==> src/rtl/mandel_pkg.sv <==
// Shared types and constants for the Mandelbrot/Julia iteration scheduler.
package mandel_pkg;
  localparam int W         = 16;
  localparam int FRAC      = 12;
  localparam int H_CENTER  = 640;
  localparam int V_CENTER  = 360;
  localparam int PIX_SHIFT = 4;
  localparam logic [2*W:0] THR = (2*W+1)'(4) << FRAC;

  typedef struct packed {
    logic signed [W-1:0] re;
    logic signed [W-1:0] im;
  } cplx_t;

  typedef enum logic [1:0] {IDLE, ITER, DONE} state_t;

  // Pixel offset from centre, scaled into fixed point; wraps to W bits.
  function automatic logic signed [W-1:0] pix_map(input logic [11:0] p, input int center);
    int d;
    d = int'(p) - center;
    return W'(d <<< PIX_SHIFT);
  endfunction
endpackage

==> src/rtl/mandel_step.sv <==
// One combinational z <- z^2 + c step plus the |z|^2 >= THR escape test on the current z.
module mandel_step
  import mandel_pkg::*;
#(
  parameter logic [2*W:0] THR_P = THR
) (
  input  cplx_t z,
  input  cplx_t c,
  output cplx_t z_next,
  output logic  esc
);
  logic signed [2*W-1:0] zr_x, zi_x, rr, ii, ri;
  logic signed [2*W:0]   diff;
  logic        [2*W:0]   mag;

  assign zr_x = z.re;
  assign zi_x = z.im;
  assign rr   = zr_x * zr_x;
  assign ii   = zi_x * zi_x;
  assign ri   = zr_x * zi_x;

  assign diff      = {rr[2*W-1], rr} - {ii[2*W-1], ii};
  assign z_next.re = W'(diff >>> FRAC) + c.re;
  // 2*zr*zi folded into a shift one bit short of FRAC
  assign z_next.im = W'(ri >>> (FRAC-1)) + c.im;

  // squares are non-negative, so the sum is taken unsigned with a spare bit
  assign mag = ({1'b0, rr} + {1'b0, ii}) >> FRAC;
  assign esc = mag >= THR_P;
endmodule

==> src/rtl/mandel_iter_sched.sv <==
// Time-shares one mandel_step across pixels: accept, iterate to escape or limit, present count.
// Define MANDEL_JULIA_EN for Julia mode (z0 = pixel, c from iJULIA_CR/iJULIA_CI).
module mandel_iter_sched
  import mandel_pkg::*;
#(
  parameter int           H_CTR = H_CENTER,
  parameter int           V_CTR = V_CENTER,
  parameter logic [2*W:0] THR_P = THR
) (
  input  logic                iCLK,
  input  logic                iRST,
  input  logic                iPIX_VALID,
  output logic                oPIX_READY,
  input  logic [11:0]         iPIX_X,
  input  logic [11:0]         iPIX_Y,
  input  logic [7:0]          iMAX_ITER,
  output logic                oRES_VALID,
  input  logic                iRES_READY,
  output logic [7:0]          oRES_ITER,
  output logic                oRES_ESC,
`ifdef MANDEL_JULIA_EN
  input  logic signed [W-1:0] iJULIA_CR,
  input  logic signed [W-1:0] iJULIA_CI,
`endif
  output logic                oBUSY
);
  state_t     state, nxt;
  cplx_t      z, c, z_next, pix;
  logic [7:0] n, lim;
  logic       esc, accept;

  mandel_step #(.THR_P(THR_P)) u_step (
    .z      (z),
    .c      (c),
    .z_next (z_next),
    .esc    (esc)
  );

  assign pix.re     = pix_map(iPIX_X, H_CTR);
  assign pix.im     = pix_map(iPIX_Y, V_CTR);
  assign oPIX_READY = (state == IDLE) && !iRST;
  assign oRES_VALID = (state == DONE);
  assign oBUSY      = (state != IDLE);
  assign accept     = iPIX_VALID && oPIX_READY;

  always_ff @(posedge iCLK) begin
    if (iRST) state <= IDLE;
    else      state <= nxt;
  end

  always_comb begin
    nxt = state;
    case (state)
      IDLE:    if (iPIX_VALID) nxt = ITER;
      ITER:    if (esc || n == lim) nxt = DONE;
      DONE:    if (iRES_READY) nxt = IDLE;
      default: nxt = IDLE;
    endcase
  end

  always_ff @(posedge iCLK) begin
    if (iRST) begin
      z         <= '0;
      c         <= '0;
      n         <= '0;
      lim       <= '0;
      oRES_ITER <= '0;
      oRES_ESC  <= 1'b0;
    end else if (accept) begin
`ifdef MANDEL_JULIA_EN
      z    <= pix;
      c.re <= iJULIA_CR;
      c.im <= iJULIA_CI;
`else
      z    <= '0;
      c    <= pix;
`endif
      n    <= '0;
      lim  <= iMAX_ITER;
    end else if (state == ITER) begin
      // escape outranks the limit, so lim = 0 can still report an escape
      if (esc) begin
        oRES_ITER <= n;
        oRES_ESC  <= 1'b1;
      end else if (n == lim) begin
        oRES_ITER <= lim;
        oRES_ESC  <= 1'b0;
      end else begin
        z <= z_next;
        n <= n + 8'd1;
      end
    end
  end
endmodule

==> config.mk <==
export PLATFORM = sky130hd
export DESIGN_NAME = mandel_iter_sched
export DESIGN_NICKNAME = d
export VERILOG_FILES = /design/src/rtl/mandel_pkg.sv /design/src/rtl/mandel_step.sv /design/src/rtl/mandel_iter_sched.sv
export SDC_FILE = /design/constraint.sdc
export NUM_CORES = 2
export LEC_CHECK = 0
export CAP_MARGIN = 5
export CORE_MARGIN = 2
export CORE_UTILIZATION = 61
export CTS_CLUSTER_DIAMETER = 100
export DETAILED_ROUTE_END_ITERATION = 10
export GPL_TIMING_DRIVEN = 1
export PLACE_DENSITY = 0.74
export SYNTH_ARGS = -nofsm -noshare
export SYNTH_HDL_FRONTEND = slang
export SYNTH_SLANG_ARGS = --single-unit
==> constraint.sdc <==
create_clock -name iCLK -period 19.75 [get_ports iCLK]
set_clock_uncertainty 0.2 [all_clocks]
set_input_delay 3.95 -clock iCLK [delete_from_list [all_inputs] [get_ports iCLK]]
set_output_delay 3.95 -clock iCLK [all_outputs]
set_load 0.005 [all_outputs]
; After elaboration in Yosys (flattened, before gate mapping)
; Cells that the tools add are included.
; Widths: inputs -> output; s select.
[totals]
elab_cells = 48
register_bits = 83
input_bits = 36
[classes]
add_sub_neg = 7
n_reduce_logical = 11
n_lt_le_gt_ge = 1
n_mux = 8
n_eq_ne = 6
bitwise = 3
multipliers = 3
[op_table]
columns = op, n
row1 = $mul 16x16->32, 2
row2 = $add 32x32->33, 1
row3 = $add 16x16->16, 2
row4 = $sub 28x28->28, 1
row5 = $mul 16x16->27, 1
row6 = $ge 21x15->1 const B, 1
row7 = $mux 8, 2
row8 = $sub 12x10->12 const B, 1
row9 = $sub 12x9->12 const B, 1
row10 = $reduce_and 3->1, 3
row11 = $add 8x1->8 const B, 1
row12 = $eq 8x8->1, 1
row13 = $mux 2, 3
row14 = $pmux 2 s3, 1
row15 = $ne 2x2->1 const B, 2
row16 = $reduce_bool 2->1, 2
row17 = $not 1->1, 3
row18 = $eq 2x1->1 const B, 1
row19 = $eq 2x2->1 const B, 1
row20 = $logic_and 1x1->1, 2
row21 = $logic_not 2->1, 1
row22 = $mux 1, 2
row23 = $ne 2x1->1 const B, 1
row24 = $reduce_or 2->1, 1
row25 = other kinds (2), 2

; Logic depth before layout (Yosys ltp)
[depth]
depth_word = 6
ltp_mapped = 44

; Cells and area by module
; A second synthesis with hierarchy kept.
[unflattened]
cells_unflattened = 3703
area_unflattened_um2 = 32463.6
[by_module_without_submodules]
columns = module, n_inst, area_per_inst_um2, cells_per_inst, seq_area_each_um2
row1 = mandel_step, 1, 28945.3, 3298, 0.0
row2 = mandel_iter_sched, 1, 3518.4, 405, 1661.6

; Worst setup path after synthesis
; OpenSTA, ideal clock, no wires.
[synth_path]
kind = register -> register
from = register, netlist name z[4]
to = register, netlist name z[30]
slack_ns = 10.538
path_buffers = 2
t_arrival_ns = 8.885
path_stages_with_launch = 43
period_less_slack_ns = 9.212
required_time_ns = 19.423
setup_time_ns = 0.127
path_cell_list = dfxtp_1 > clkbuf_1 > clkbuf_1 > nand2_1 > fa_1 > inv_1 > fa_1 > ha_1 > inv_1 > fa_1 > fa_1 > inv_1 > fa_1 > ha_1 > nor2_1 > nor2_1 > o31ai_1 > a21oi_1 > (+7 left out) > a21oi_1 > nor2b_1 > nor2_1 > or2_2 > a21oi_1 > xor2_1 > ha_1 > fa_1 > a21o_1 > a21oi_1 > o21bai_1 > a21oi_1 > o21bai_1 > a21oi_1 > o21bai_1 > a21oi_1 > xor2_1 > o22ai_1
[synth_between]
elab_chain_cells = 5
[synth_lines]
columns = item, line_no
row1 = $mul 16x16->32 *, mandel_step.sv:19  ; assign ii = zi_x * zi_x;
row2 = $add 32x32->33, mandel_step.sv:28  ; assign mag = ({1'b0, rr} + {1'b0, ii}) >> FRAC;
row3 = $ge 21x15->1, mandel_step.sv:29  ; assign esc = mag >= THR_P;
row4 = $not 1->1 (no line), n/a
row5 = $reduce_and 3->1 (no line), n/a
; Every way passes the cells marked *; elsewhere a longest branch is shown, timed or not.
; A chain may end at the register's enable or synchronous reset.

; Worst setup path after layout
[layout_path]
from = register, netlist name z[20]
to = register, netlist name z[30]
[layout_between]
elab_chain_cells = 5
[layout_lines]
columns = item, line_no
row1 = $mul 16x16->32 *, mandel_step.sv:18  ; assign rr = zr_x * zr_x;
row2 = $add 32x32->33, mandel_step.sv:28
row3 = $ge 21x15->1, mandel_step.sv:29
row4 = $not 1->1 (no line), n/a
row5 = $reduce_and 3->1 (no line), n/a
; Marks and branches as above.

==> impl_metrics.csv <==
group,metric,value,unit
final_layout,diodes,0,
timing,layout_setup_ws,9483,ps
timing,slew_viol_final,0,
die,ioPinCount,48,
yosys,yosysMostFrequentCell,"inv_1",
placed_design,dp_slack,9583,ps
timing,fin_crit,10270,ps
die,die-area,54050,um2
final_layout,multi_input_area,26040,um2
hold_path,hold_class,"register to register",
drt,wl_met2,33.94,mm
drt,top_layer_used,"met4",
final_layout,register_area,1662,um2
die,die_w,232.5,um
worst_setup_path,critPathMaxFanout,20,
timing,worst_pin_slew,1081,ps
run,drv_cap,0,
yosys,syn_nets,4632,
grt,first_global_vias,24290,
drt,firstDrtPassIters,6,
clocking,cts_tree,"yes",
yosys,synthDominantCellAreaShare,43.63,%
timing,final-setup-viol-count,0,
power_and_ir_drop,power.density,77.65,nW/um2
worst_setup_path,cp-end-kind,"register",
clocking,clock_latency,370,ps
drt,route.met3.wl,4.109,mm
worst_setup_path,ff2ff_setup_slack,9480,ps
drt,viasPerCell,5.363,
drt,drt_iter0_drc,1310,
die,num_rows,83,
clocking,cts_buffer_depth,2,
placed_design,dp.cells,4211,
clocking,cts_buffers,9,
run_status,outcome,"finished clean",
final_layout,n_fill_cell,4477,
drt,wire_per_inst,16.36,um
yosys,synth.distinct_cells,69,
worst_setup_path,crit_slowest_cell,"dfxtp_1",
yosys,yosys_warnings,0,
clocking,cts_resized,0,
clocking,clk_pin_slew,70,ps
power_and_ir_drop,leakagePower,0.01674,uW
worst_setup_path,start_kind,"register",
die,core-area,51510,um2
die,die_y,232.5,um
final_layout,layout-drive-gt1-share,2.509,%
timing,fmax,97.40,MHz
grt,grt_max_degree,48,
yosys,yosysTopAreaCell,"fa_1",
clocking,cts_setup_buffers,0,
grt,grt_pass1_wl,119.7,mm
worst_setup_path,cpMostUsedCell,"a21oi_1",
timing,rsz0062_at_grt,"false",
timing,setup-tns-final,0,ps
timing,relSlewSlack,27.91,%
final_layout,fin_nets,4597,
drt,wl_met1,28.79,mm
yosys,yosysSeqAreaShare,5.218,%
final_layout,syn_to_final_growth,4.377,%
grt,grt_usage,28.04,%
grt,antenna_found_initial,2,
grt,grt_overflow,0,
worst_setup_path,crit_type,"register to register",
timing,min_period_over_period,51.98,%
yosys,syn_area_per_cell,8.903,um2
yosys,synthArstFlopShare,0,%
timing,hold_slack,270.6,ps
clocking,hold_buffers,0,
power_and_ir_drop,power.total,2581,uW
worst_setup_path,slowest_delay,900,ps
die,start_util,61.82,%
drt,ant_nets,0,
yosys,synthTopCellsByArea,"fa_1 44%, ha_1 13%, inv_1 11%, dfxtp_1 5.2%, nand2_1 4.1%",
drt,drcViolationCount,0,
yosys,synthTopCellsByCount,"957 x inv_1, 694 x fa_1, 351 x nand2_1, 325 x ha_1, 182 x and2_1",
clocking,cts_root_buf,"clkbuf_16",
yosys,synth-seq-cells,83,
power_and_ir_drop,peakVddDrop,0.1598,mV
yosys,synth_edf_count,0,
yosys,ys.flop_type,"dfxtp_1",
yosys,synth_area,31840,um2
placed_design,dp_hpwl,56.73,mm
drt,routed_wl,69.17,mm
worst_setup_path,crit_required,19770,ps
drt,vias,22670,
timing,final-hold-violation-count,0,
placed_design,io_buffer_count,47,
final_layout,finalNonFillerCells,4227,
clocking,clkSinkCount,83,
yosys,synthCells,3577,
worst_setup_path,worstPathArrival,10290,ps
placed_design,gp_congestion,0.9180,
clocking,htreeDepth,3,
state kept, by name, indices dropped and copies added (netlist names):
register,cells
oRES_ESC,1
c,24
z,32
state,2
lim,8
n,8
oRES_ITER,8
stage by stage:
| stage | util [%] | area [um2] |
|---|---|---|
| after floorplan | - | 31840 |
| after CTS | 64.53 | 33240 |
| final | 64.53 | 33240 |
| after global placement | 63.91 | 32920 |
| after detailed placement | 63.91 | 32920 |
| after global routing | 64.53 | 33240 |
where the power goes:
group	internal [uW]	switching [uW]
logic	899	1210
clock network	102	88.3
registers	205	73.0
layer usage:
layer  track usage (%)  up-vias
met5                 0        -
met4             8.201        0
met3             3.444      112
met2             47.67      620
met1             37.85    11400
li1                  -    10530
layout make-up:
| type | count | share of cell area [%] |
|---|---|---|
| multi-input combinational | 2401 | 78.35 |
| timing repair buffer | 84 | 2.251 |
| tap | 680 | 2.560 |
| clock buffer | 9 | 0.6776 |
| inverter | 963 | 10.88 |
| clock inverter | 7 | 0.2861 |
| sequential | 83 | 4.999 |
placed cells by master, fill, tap and decap left out, drive strengths merged, types with 7 or more instances in the layout:
cell type	count
o21ai	51
mux2i	33
nor2b	24
dfxtp	83
nand4	8
o211ai	8
nand3b	30
xor2	36
xnor2	142
a21oi	99
clkbuf	9
a31o	8
ha	325
nand2	351
and3	7
or3	16
a21o	23
nand3	14
nor3	26
or2	8
and2	182
buf	37
clkdlybuf4s50	47
inv	963
a221oi	11
nor2	165
a31oi	8
o21a	15
nand2b	28
fa	694
a211oi	20
o21bai	14
cell families (layout without fill, tap and decap cells):
family / Yosys count / count (layout) / share of synthesized area (%)
multiplexers: 36 / 36 / 1.143
AO/OA/AOI/OAI: 299 / 299 / 6.299
XOR/XNOR: 178 / 178 / 4.896
adder cells (fa/ha/maj): 1019 / 1019 / 56.40
buffers and inverters: 1093 / 1063 / 13.01
AND/OR/NAND/NOR: 869 / 869 / 13.03
flip-flops: 83 / 83 / 5.218
worst max-delay path, delay by kind of cell, from the launching register on:
family / cells / cell delay [ps]
AO/OA/AOI/OAI: 18 / 3590
XOR/XNOR: 3 / 510
flip-flops: 1 / 900
buffers and inverters: 3 / 170
AND/OR/NAND/NOR: 5 / 730
adder cells (fa/ha/maj): 10 / 4030
worst paths after layout:
path,start,to,depth (start not counted)
setup reg to reg,z[20],z[30],39
setup / recovery,z[20],z[30],39
hold reg to reg,oRES_ITER[3],oRES_ITER[3],2
hold / removal,oRES_ITER[3],oRES_ITER[3],2
Note: power is estimated with default switching activity, not from simulation.
